<file path="src/rtl/alu_pkg.sv">
// Shared types for the iterative multiply/divide unit: funct3 op encoding,
// FSM states and the mode select for the per-iteration datapath.
package alu_pkg;

  localparam int XLEN_DEF = 32;

  typedef enum logic [2:0] {
    OP_MUL    = 3'd0,
    OP_MULH   = 3'd1,
    OP_MULHSU = 3'd2,
    OP_MULHU  = 3'd3,
    OP_DIV    = 3'd4,
    OP_DIVU   = 3'd5,
    OP_REM    = 3'd6,
    OP_REMU   = 3'd7
  } muldiv_op_e;

  typedef enum logic [2:0] {
    S_IDLE,
    S_PREP,
    S_CALC,
    S_FIX,
    S_DONE
  } muldiv_state_e;

  typedef enum logic {
    M_MUL,
    M_DIV
  } step_mode_e;

endpackage

</file>
<file path="src/rtl/muldiv_step.sv">
// One CALC iteration retiring STEP bits: right-shifting shift-add for multiply,
// left-shifting restoring trial-subtract for divide.
module muldiv_step
  import alu_pkg::*;
#(
  parameter int XLEN = XLEN_DEF,
  parameter int STEP = 1
) (
  input  step_mode_e         mode,
  input  logic [2*XLEN:0]    acc_in,
  input  logic [XLEN-1:0]    operand,
  output logic [2*XLEN:0]    acc_out
);

  // Multiply layout: {0, hi product, multiplier}. Divide layout: {remainder(XLEN+1), dividend/quotient}.
  logic [2*XLEN:0] a;
  logic [XLEN:0]   sum;
  logic [XLEN:0]   shr;
  logic [XLEN+1:0] diff;

  always_comb begin
    a    = acc_in;
    sum  = '0;
    shr  = '0;
    diff = '0;
    for (int i = 0; i < STEP; i++) begin
      if (mode == M_MUL) begin
        sum = {1'b0, a[2*XLEN-1:XLEN]} + (a[0] ? {1'b0, operand} : {(XLEN+1){1'b0}});
        a   = {1'b0, sum, a[XLEN-1:1]};
      end else begin
        // Remainder stays below the divisor, so its MSB is always zero here.
        shr  = {a[2*XLEN-1:XLEN], a[XLEN-1]};
        diff = {1'b0, shr} - {2'b00, operand};
        if (!diff[XLEN+1]) a = {diff[XLEN:0], a[XLEN-2:0], 1'b1};
        else               a = {shr, a[XLEN-2:0], 1'b0};
      end
    end
    acc_out = a;
  end

endmodule

</file>
<file path="src/rtl/alu_muldiv.sv">
// Iterative RV32M/RV64M multiply/divide unit with ok/valid handshake,
// result hold under back-pressure and flush.
module alu_muldiv
  import alu_pkg::*;
#(
  parameter int XLEN = XLEN_DEF,
  parameter int STEP = 1
) (
  input  logic            clk,
  input  logic            rst,
  input  logic            in_valid,
  output logic            ok_o,
  input  logic [2:0]      op,
  input  logic [XLEN-1:0] rs1,
  input  logic [XLEN-1:0] rs2,
  input  logic [4:0]      rd_i,
  output logic            result_valid,
  output logic [XLEN-1:0] result,
  output logic [4:0]      rd_o,
  input  logic            ok_i,
  output logic            busy,
  input  logic            flush
);

  localparam int N  = XLEN / STEP;
  localparam int CW = $clog2(N + 1);
  localparam logic [XLEN-1:0] MOST_NEG = {1'b1, {(XLEN-1){1'b0}}};

  muldiv_state_e   state, state_d;
  muldiv_op_e      op_q;
  logic [4:0]      rd_q;
  logic [XLEN-1:0] a_q, b_q, bmag;
  logic [2*XLEN:0] acc, acc_nxt;
  logic [CW-1:0]   cnt;
  logic            neg_q;
  logic            accept;

  assign ok_o         = (state == S_IDLE) && !flush;
  assign busy         = (state != S_IDLE);
  assign result_valid = (state == S_DONE);
  assign accept       = in_valid && ok_o;

  // PREP: magnitudes, signs, special cases
  logic            sgn_a_en, sgn_b_en, sa, sb, div_zero, ovf, special, neg_c;
  logic [XLEN-1:0] amag, bmag_c, special_res;

  always_comb begin
    sgn_a_en    = (op_q == OP_MULH) || (op_q == OP_MULHSU) || (op_q == OP_DIV) || (op_q == OP_REM);
    sgn_b_en    = (op_q == OP_MULH) || (op_q == OP_DIV) || (op_q == OP_REM);
    sa          = sgn_a_en && a_q[XLEN-1];
    sb          = sgn_b_en && b_q[XLEN-1];
    amag        = sa ? -a_q : a_q;
    bmag_c      = sb ? -b_q : b_q;
    div_zero    = op_q[2] && (b_q == '0);
    ovf         = ((op_q == OP_DIV) || (op_q == OP_REM)) && (a_q == MOST_NEG) && (&b_q);
    special     = div_zero || ovf;
    // op[1] selects remainder within the divide group
    if (div_zero) special_res = op_q[1] ? a_q : '1;
    else          special_res = op_q[1] ? '0 : a_q;
    neg_c       = (op_q[2] && op_q[1]) ? sa : (sa ^ sb);
  end

  muldiv_step #(.XLEN(XLEN), .STEP(STEP)) u_step (
    .mode    (op_q[2] ? M_DIV : M_MUL),
    .acc_in  (acc),
    .operand (bmag),
    .acc_out (acc_nxt)
  );

  // FIX: sign correction and output select
  logic [2*XLEN-1:0] prod_s;
  logic [XLEN-1:0]   quo_s, rem_s, fix_res;
  logic              unused_acc_msb;

  assign unused_acc_msb = acc[2*XLEN];

  always_comb begin
    prod_s = neg_q ? -acc[2*XLEN-1:0] : acc[2*XLEN-1:0];
    quo_s  = neg_q ? -acc[XLEN-1:0] : acc[XLEN-1:0];
    rem_s  = neg_q ? -acc[2*XLEN-1:XLEN] : acc[2*XLEN-1:XLEN];
    case (op_q)
      OP_MUL:                       fix_res = prod_s[XLEN-1:0];
      OP_MULH, OP_MULHSU, OP_MULHU: fix_res = prod_s[2*XLEN-1:XLEN];
      OP_DIV, OP_DIVU:              fix_res = quo_s;
      default:                      fix_res = rem_s;
    endcase
  end

  always_comb begin
    state_d = state;
    case (state)
      S_IDLE: if (accept) state_d = S_PREP;
      S_PREP: state_d = special ? S_DONE : S_CALC;
      S_CALC: if (cnt == CW'(1)) state_d = S_FIX;
      S_FIX:  state_d = S_DONE;
      S_DONE: if (ok_i) state_d = S_IDLE;
      default: state_d = S_IDLE;
    endcase
    if (flush) state_d = S_IDLE;
  end

  always_ff @(posedge clk or posedge rst) begin
    if (rst) state <= S_IDLE;
    else     state <= state_d;
  end

  always_ff @(posedge clk or posedge rst) begin
    if (rst) begin
      op_q   <= OP_MUL;
      rd_q   <= '0;
      a_q    <= '0;
      b_q    <= '0;
      bmag   <= '0;
      acc    <= '0;
      cnt    <= '0;
      neg_q  <= 1'b0;
      result <= '0;
      rd_o   <= '0;
    end else if (!flush) begin
      case (state)
        S_IDLE: if (accept) begin
          op_q <= muldiv_op_e'(op);
          rd_q <= rd_i;
          a_q  <= rs1;
          b_q  <= rs2;
        end
        S_PREP: begin
          // Same initial layout serves both modes: zero upper half, |A| below.
          acc   <= {{(XLEN+1){1'b0}}, amag};
          bmag  <= bmag_c;
          neg_q <= neg_c;
          cnt   <= CW'(N);
          if (special) begin
            result <= special_res;
            rd_o   <= rd_q;
          end
        end
        S_CALC: begin
          acc <= acc_nxt;
          cnt <= cnt - CW'(1);
        end
        S_FIX: begin
          result <= fix_res;
          rd_o   <= rd_q;
        end
        default: ;
      endcase
    end
  end

endmodule
</file>
<file path="config.mk">
export PLATFORM = sky130hd
export DESIGN_NAME = alu_muldiv
export DESIGN_NICKNAME = d
export VERILOG_FILES = /design/src/rtl/alu_pkg.sv /design/src/rtl/muldiv_step.sv /design/src/rtl/alu_muldiv.sv
export SDC_FILE = /design/constraint.sdc
export NUM_CORES = 1
export LEC_CHECK = 0
export BUFFER_PORTS_ARGS = -buffer_cell sky130_fd_sc_hd__clkbuf_2
export CORE_MARGIN = 3
export CORE_UTILIZATION = 45
export DETAILED_ROUTE_END_ITERATION = 10
export GPL_TIMING_DRIVEN = 0
export PLACE_DENSITY = 0.67
export SLEW_MARGIN = 15
export SYNTH_ARGS = -nofsm -noshare
export SYNTH_HDL_FRONTEND = slang
export SYNTH_SLANG_ARGS = --single-unit
</file>
<file path="constraint.sdc">
create_clock -name clk -period 10.46 [get_ports clk]
set_input_delay 0 -clock clk [delete_from_list [all_inputs] [get_ports clk]]
set_output_delay 0 -clock clk [all_outputs]
set_load 0.05 [all_outputs]
</file>
# Yosys cells after proc, flatten, opt, wreduce, memory -nomap -nowiden
# Index checks and enable logic that the tools add are counted.
[classes] add_sub_neg=8 eq_ne=16 muxes=26 bitwise_logic=2 reduce_logical=30
[ops] cell="32-bit two-way mux" n=9
[ops] cell="64-bit two-way mux" n=3
[ops] cell="32-bit negation" n=4
[ops] cell="64-bit case mux with 2 select lines" n=1
[ops] cell="32-bit case mux with 3 select lines" n=1
[ops] cell="64-bit negation" n=1
[ops] cell="32-bit case mux with 2 select lines" n=1
[ops] cell="33-bit by 32-bit subtractor with 34-bit output" n=1
[ops] cell="32-bit by 32-bit adder with 33-bit output" n=1
[ops] cell="32-bit == test (second input constant)" n=1
[ops] cell="32-bit zero test" n=1
[ops] cell="32-bit AND reduction" n=1
[ops] cell="3-bit two-way mux" n=5
[ops] cell="3-bit case mux with 5 select lines" n=1
[ops] cell="3-bit by 2-bit == test with 1-bit output (second input constant)" n=4
[ops] cell="3-bit == test (second input constant)" n=4
[ops] cell="6-bit case mux with 2 select lines" n=1
[ops] cell="5-bit case mux with 2 select lines" n=1
[ops] cell="3-bit AND reduction" n=3
[ops] cell="1-bit logical AND" n=8
[ops] cell="1-bit logical OR" n=7
[ops] cell="3-bit by 1-bit == test with 1-bit output (second input constant)" n=2
[ops] cell="6-bit by 1-bit == test with 1-bit output (second input constant)" n=1
[ops] cell="3-bit zero test" n=2
[ops] cell="other kinds (14)" n=18
[word_totals] ff_bits=215 inputBits=77 out_inout_bits=40 word_cells=93

# Logic depth before layout (Yosys ltp)
# Gate-level depths: netlist of run 1.
[logic_depth] ltp_word=8 depth_mapped=15 depth_no_buf=13

# By module
# From an unflattened synthesis of run 1, not the netlist that was laid out.
[unflattened] hier_cells=2173 hier_area_um2=17930.9
[modules_own_cells] module="alu_muldiv" instances=1 cells_per_inst=1488 area_per_inst_um2=13228.9 seq_area_each_um2=5405.2
[modules_own_cells] module="muldiv_step" instances=1 cells_per_inst=685 area_per_inst_um2=4702.0 seq_area_each_um2=0.0

# Worst setup path before layout of run 1
# No wires, ideal clock.
[synth_timing] kind="register to register" start="register acc[0]" end="register acc[56]" setup_ns=0.088 arrival_ns=3.370 required_ns=10.372 slack_ns=7.002 stages_incl_launch_ff=15 n_path_buf=3 synth_period_minus_slack_ns=3.458 cell_sequence="dfrtp_1 > clkbuf_1 > inv_1 > clkbuf_1 > nor2_1 > ha_1 > clkbuf_1 > nand4_1 > a211o_1 > a2111oi_0 > nor3_1 > o21ba_2 > or3_1 > a31o_2 > a41oi_1"
[synth_via] elab_chain_len=4
[synth_rtl] item="start: declaration" line_no="alu_muldiv.sv:33" rtl="logic [2*XLEN:0] acc, acc_nxt;"
[synth_rtl] item="start signal: assignment" line_no="alu_muldiv.sv:129" rtl="acc <= {{(XLEN+1){1'b0}}, amag};"
[synth_rtl] item="start signal: assignment" line_no="alu_muldiv.sv:139" rtl="acc <= acc_nxt;"
[synth_rtl] item="32-bit two-way mux" line_no="muldiv_step.sv:28" rtl="sum = {1'b0, a[2*XLEN-1:XLEN]} + (a[0] ? {1'b0, operand} : {(XLEN+1){1'b0}});"
[synth_rtl] item="32-bit by 32-bit adder with 33-bit output" line_no="muldiv_step.sv:28"
[synth_rtl] item="64-bit two-way mux" line_no="muldiv_step.sv:27" rtl="if (mode == M_MUL) begin"
[synth_rtl] item="64-bit case mux with 2 select lines" line_no="alu_muldiv.sv:120" rtl="case (state)"
# No other way between the ends.
# A chain may end at the register's enable or synchronous reset.

# Final worst setup path of run 1
[layout_timing] start="register acc[0]" end="register result[4]"
[layout_via] elab_chain_len=4 elab_cells_between_ends=6 cone_classes="2 x add/sub; 4 x mux"
[layout_rtl] item="64-bit negation / 32-bit negation (equally long branches)" line_no="alu_muldiv.sv:78, alu_muldiv.sv:79"
[layout_rtl] item="64-bit two-way mux / 32-bit two-way mux (equally long branches)" line_no="alu_muldiv.sv:78, alu_muldiv.sv:79"
[layout_rtl] item="32-bit case mux with 3 select lines *" line_no="alu_muldiv.sv:81" rtl="case (op_q)"
[layout_rtl] item="32-bit case mux with 2 select lines *" line_no="alu_muldiv.sv:120"
[layout_rtl] item="end signal: assignment" line_no="alu_muldiv.sv:134" rtl="result <= special_res;"
[layout_rtl] item="end signal: assignment" line_no="alu_muldiv.sv:143" rtl="result <= fix_res;"
[layout_rtl] item="end: declaration" line_no="alu_muldiv.sv:18" rtl="output logic [XLEN-1:0] result,"
# Every way passes the cells marked *; elsewhere a longest branch is shown, timed or not.

==> flow_summary.yaml, run 1 <==
yosys:
  ys_ff_latch: 215
  synth-seq-area-share: 0.3119
  syn-cell-area_um2: 17250
  synth_edf_count: 0
  synth_nets: 2263
  yosysWarnings: 0
  synth_largest_area_cell: "dfrtp_1"
  syn_inst: 2113
  yosysUniqueCellTypes: 75
  synth_area_leaders: "dfrtp_1 31%, o21ai_0 6.7%, nand2_1 5.4%"
  synth_top_area_share: 0.3119
  synth_most_common_cell: "nand2_1"
  async_reset_ff_frac: 1.000
  avgSynthCellArea_um2: 8.164
  synthFlopType: "dfrtp_1"
  synth_common_cells: "248 x nand2_1, 230 x o21ai_0, 215 x dfrtp_1"
clock_network:
  cts_tree: "done"
  ctsLongestPathBuffers: 3
  cts-root-buf: "clkbuf_16"
  ctsResizeCount: 0
  htreeDepth: 1
  worstSkewPairLatency_ps: 550
  cts.clk_slew.worst_paths_ps: 70
  numClockSinks: 215
  post_cts_buffers: 0
  cts_made_buffers: 26
outcome:
  status: "finished, final reports clean"
floorplan:
  die_x_um: 201.8
  start_util: 0.4569
  row_count: 71
  die_area_um2: 40720
  coreArea_um2: 37760
  die_h_um: 201.8
  io_pins: 117
drt:
  via_per_inst: 6.094
  wirelength_um: 63910
  final_antenna_net_count: 0
  num_vias: 17479
  routedWlPerCell_um: 22.29
  drt_iter0_drc: 1726
  first_pass_iters: 6
  drcViolationCount: 0
place:
  placed_area_um2: 18530
  gp_congestion: 1.018
  placed_cells: 2742
  portBuffers: 116
  hpwl_um: 48950
setup_path:
  required_ps: 10920
  critPathLaunchType: "flop"
  r2r_cells: 13
  critPathKind: "reg -> reg"
  crit_path_end_kind: "flop"
  reg2reg_from: "acc[0]"
  arrival_ps: 5400
  startpoint: "acc[0]"
  path_max_fanout: 10
timing:
  tightest_slew_ps: 1072
  finalCritPeriodShare: 0.4721
  hold_viol: 0
  fin_tns_setup_ps: 0
  period_needed_ps: 4938
  clock-skew-final_ps: 26.57
  grt_setup_unrepaired: "false"
  setup_viol: 0
  fmax_ghz: 0.2025
  slew_headroom: 0.2671
  report.final.slew_viol_count: 0
finish:
  fin_cells: 2868
  nets: 2486
  syn2layout_area_growth_pct: 17.15
  final_util: 0.5353
  final_cell_area_um2: 20210
  drive_gt1_frac: 0.1154
global_routing:
  grt_pass1_vias: 17153
  grt_max_degree: 90
  grt_usage: 0.3060
  grt_pass1_wl_um: 99100
  gr-total-overflow: 0
  antenna_found_initial: 1
job:
  max_cap_viol_count: 0
power:
  p_leak_nw: 8.683
  power_mw: 6.496
  power_density_nw_per_um2: 321.4
  ir_drop_uv: 142.3
hold_path:
  hold_class: "in -> async"
## metrics by stage
| stage | setup slack (ps) | hold slack (ps) |
|---|---|---|
| 5_1_grt | 5317 | 97.40 |
| 6_report | 5522 | 70.03 |
| 3_3_place_gp | 2035 | 231.1 |
| 3_5_place_dp | 5714 | 58.99 |
| 2_1_floorplan | 4581 | 77.80 |
| 4_1_cts | 5676 | 26.40 |
## state kept, by name, indices dropped and copies added, names as in the netlist
signal / cells
b_q: 32
a_q: 32
rd_o: 5
bmag: 32
cnt: 6
op_q: 3
result: 32
rd_q: 5
neg_q: 1
state: 3
acc: 64
## worst max-delay path: stages (launching register included)
cell and delay [ps]:
dfrtp_1 360, clkbuf_1 230, inv_1 300, clkbuf_1 650, ha_1 350, nand4b_1 300
nand4b_1 570, or2_2 480, clkbuf_1 290, nand2_1 190, mux2_2 340, o21ai_0 370
o21ai_0 200, o21ai_0 220
## metal layers
metal  GRT usage  up-vias  share of wire
li1            -     8084              -
met4      0.1074        0          0.039
met5           0        -              0
met3     0.07747      160          0.096
met1      0.4267     8455           0.44
met2      0.4629      780           0.43
## final cells by class
type	instances	area [um2]
antenna	1	2.502
buffer	158	610.6
clock buffer	40	814.5
clock inverter	8	82.58
fill	3561	17550
inverter	68	262.8
multi-input combinational	1672	11010
sequential	215	5380
tap	511	639.4
timing repair buffer	195	1406
## power by group
part	internal (mW)	leakage (nW)	total (mW)	switching (mW)
Sequential	1.12	2.70	1.49	0.375
Combinational	1.49	5.56	4.07	2.58
Clock	0.560	0.429	0.938	0.378
Total	3.16	8.68	6.50	3.33
## path summary, 6_finish.rpt
path	to	slack, ps
min	state[1]	70
min reg2reg	result[15]	470
max in group asynchronous	result[20]	9560
min in group clk	a_q[23]	210
max reg2reg	result[4]	5520
max	result[4]	5520
## kinds of logic after synthesis
logic type | Yosys count | synth area share
AOI/OAI and AO/OA | 634 | 0.2298
xor gates and xnor gates | 173 | 0.08784
adders and majority gates | 100 | 0.06949
buffers and inverters | 226 | 0.05019
DFF | 215 | 0.3119
muxes | 123 | 0.07703
and+or+nand+nor | 642 | 0.1738
## layout by cell type (no fill, tap or decap), types with 17 or more instances in the layout
| master | count |
|---|---|
| inv_1 | 66 |
| xnor2_1 | 91 |
| mux2i_1 | 45 |
| nor2_1 | 153 |
| nand3_1 | 46 |
| nand4_1 | 19 |
| clkbuf_2 | 117 |
| clkbuf_1 | 141 |
| a21o_1 | 31 |
| or3_1 | 20 |
| a31oi_1 | 17 |
| nor3_1 | 38 |
| mux2_2 | 78 |
| a211oi_1 | 25 |
| xor2_1 | 82 |
| o211ai_1 | 17 |
| o22ai_1 | 17 |
| maj3_1 | 27 |
| nand2_1 | 248 |
| dfrtp_1 | 215 |
| ha_1 | 71 |
| o31ai_1 | 31 |
| a21oi_1 | 133 |
| dlygate4sd3_1 | 77 |
| o21ai_0 | 230 |
| clkbuf_16 | 27 |
## repair_timing
item / in CTS / in global routing
endpoints found under the hold margin: 290 / 0
hold buffers: 77 / 0
endpoints found under the setup margin: 0 / 0
Power figures use the tool's default switching activity.
==> run 2: changes to the inputs <==
==> constraint.sdc (replaced) <==
create_clock -name clk -period 4.9 [get_ports clk]
set_input_delay 0 -clock clk [delete_from_list [all_inputs] [get_ports clk]]
set_output_delay 0 -clock clk [all_outputs]
set_load 0.05 [all_outputs]
==> run 2 against run 1 <==
  * Sequential cell count is the same
  * Clock power grew 110%
  * Non-clock buffer count grew 5
  * Combinational power grew 110%
  * Die area is the same
  * Global-route usage grew 0.17 points
  * Maximum frequency grew 3.1%
  * Worst setup slack lost 5400 ps
==> flow_summary.yaml, run 2 (synthesis results as in run 1) <==
outcome:
  status: "finished, final reports clean"
clock_network:
  worstSkewPairLatency_ps: 560
  numClockSinks: 215
  post_cts_buffers: 0
  cts_made_buffers: 26
  cts-root-buf: "clkbuf_16"
  cts_tree: "done"
  htreeDepth: 1
  cts.clk_slew.worst_paths_ps: 60
  ctsLongestPathBuffers: 3
place:
  portBuffers: 116
  gp_congestion: 1.048
  hpwl_um: 49370
power:
  comb_power_share: 0.630
  switchingPower_mw: 7.152
  internal_power_mw: 6.671
  p_leak_nw: 8.702
  p_clk_frac: 0.140
  power_density_nw_per_um2: 683.1
  power.share.sequential: 0.230
  swShare: 0.5174
  ir_drop_uv: 429.9
  power_mw: 13.82
setup_path:
  r2r_cells: 13
  critPathKind: "reg -> reg"
  path_max_fanout: 10
  required_ps: 5370
  critPathLaunchType: "flop"
  crit_path_end_kind: "flop"
  arrival_ps: 5260
floorplan:
  io_pins: 117
  coreArea_um2: 37760
  die_x_um: 201.8
  start_util: 0.4569
  row_count: 71
  die_area_um2: 40720
  die_h_um: 201.8
timing:
  grt_setup_unrepaired: "false"
  setup_viol: 0
  hold_viol: 0
  finalCritPeriodShare: 0.9770
  report.final.slew_viol_count: 0
  tightest_slew_ps: 1073
  fin_tns_setup_ps: 0
  clock-skew-final_ps: 11.72
  period_needed_ps: 4787
  fmax_ghz: 0.2089
  slew_headroom: 0.2659
finish:
  syn2layout_area_growth_pct: 17.31
  layout_commonest_cell: "nand2_1"
  drive_gt1_frac: 0.1162
  nets: 2491
  nFillCells: 3605
  most-common-layout-cells: "248 x nand2_1, 230 x o21ai_0, 215 x dfrtp_1"
  regMostFlops: "acc"
  antenna_cells: 0
  largest_reg_flops: 64
drt:
  wirelength_um: 64140
  drcViolationCount: 0
  via_per_inst: 6.115
  final_antenna_net_count: 0
  drt_iter0_drc: 1684
  num_vias: 17549
  first_pass_iters: 7
  routedWlPerCell_um: 22.35
global_routing:
  grt_pass1_wl_um: 99280
  grt_max_degree: 38
  gr-total-overflow: 0
  antenna_found_initial: 2
  grt_usage: 0.3077
  grt_pass1_vias: 17042
job:
  max_cap_viol_count: 0
hold_path:
  hold_class: "in -> reg"
  hold_depth: 3
-- run 2: changes by cell type in the layout (fill, tap and decap cells not counted), moves of 2 or more --
| cell | change |
|---|---|
| buf_12 | +6 |
| clkbuf_8 | -4 |
| buf_16 | -2 |
| clkbuf_1 | +2 |
| clkinvlp_4 | -2 |
-- run 2: critical path, stage by stage (launching register included) --
cell	delay, ps
dfrtp_1	350
clkbuf_1	240
inv_1	300
clkbuf_2	400
ha_1	280
nand4b_1	310
nand4b_1	600
or2_2	490
clkbuf_1	300
nand2_1	180
mux2_2	340
o21ai_0	450
o21ai_0	220
o21ai_0	210
-- run 2: area by class of cell --
class                   instances  area (um2)  share of cell area
clock buffers                  38       745.7             0.03685
well taps                     511       639.4             0.03159
clock inverters                 8       90.09            0.004452
repair buffers                200        1481             0.07320
inverters                      68       259.0             0.01280
multi-input cells            1672       11030              0.5450
plain buffers                 158       611.8             0.03023
flip-flops and latches        215        5380              0.2659
-- run 2: path summary, 6_finish.rpt --
path | start | slack, ps | end
setup / recovery | acc[0] | 110 | result[4]
hold / removal | rs1[13] | 200 | a_q[13]
setup reg to reg | acc[0] | 110 | result[4]
hold reg to reg | result[12] | 470 | result[12]
max in group asynchronous | rst | 3260 | acc[55]
min in group asynchronous | rst | 590 | a_q[5]
-- run 2: repair_timing --
item,in CTS,in global routing
resized for setup,0,6
endpoints found under the hold margin,156,0
hold buffers,78,0
endpoints found under the setup margin,0,20
-- run 2: layer usage --
layer | global-route usage | share of wire | vias up
met5 | 0 | 0.00020 | -
met4 | 0.09768 | 0.033 | 2
met3 | 0.07441 | 0.10 | 139
met2 | 0.4676 | 0.43 | 869
met1 | 0.4338 | 0.43 | 8472
li1 | - | - | 8067
-- run 2: through the flow --
stage	hold WS (ps)	cell area [um2]	setup slack, ps	instances	utilization
2_1_floorplan	77.80	17250	1442	2113	-
3_3_place_gp	231.1	18470	115.6	2740	0.4893
3_5_place_dp	19.47	18590	160.6	2746	0.4925
4_1_cts	187.2	20210	83.97	2870	0.5353
5_1_grt	204.3	20240	87.04	2870	0.5360
6_report	203.0	20240	112.6	2870	0.5360
-- run 2: power groups by stage --
stage	logic, mW	registers [mW]	clock network [mW]
after floorplan	6.00	3.14	0
after global placement	8.30	3.15	0
after detailed placement	8.39	3.18	0
after CTS	8.49	3.15	1.94
after global routing	9.51	3.25	2.03
final	8.71	3.18	1.93
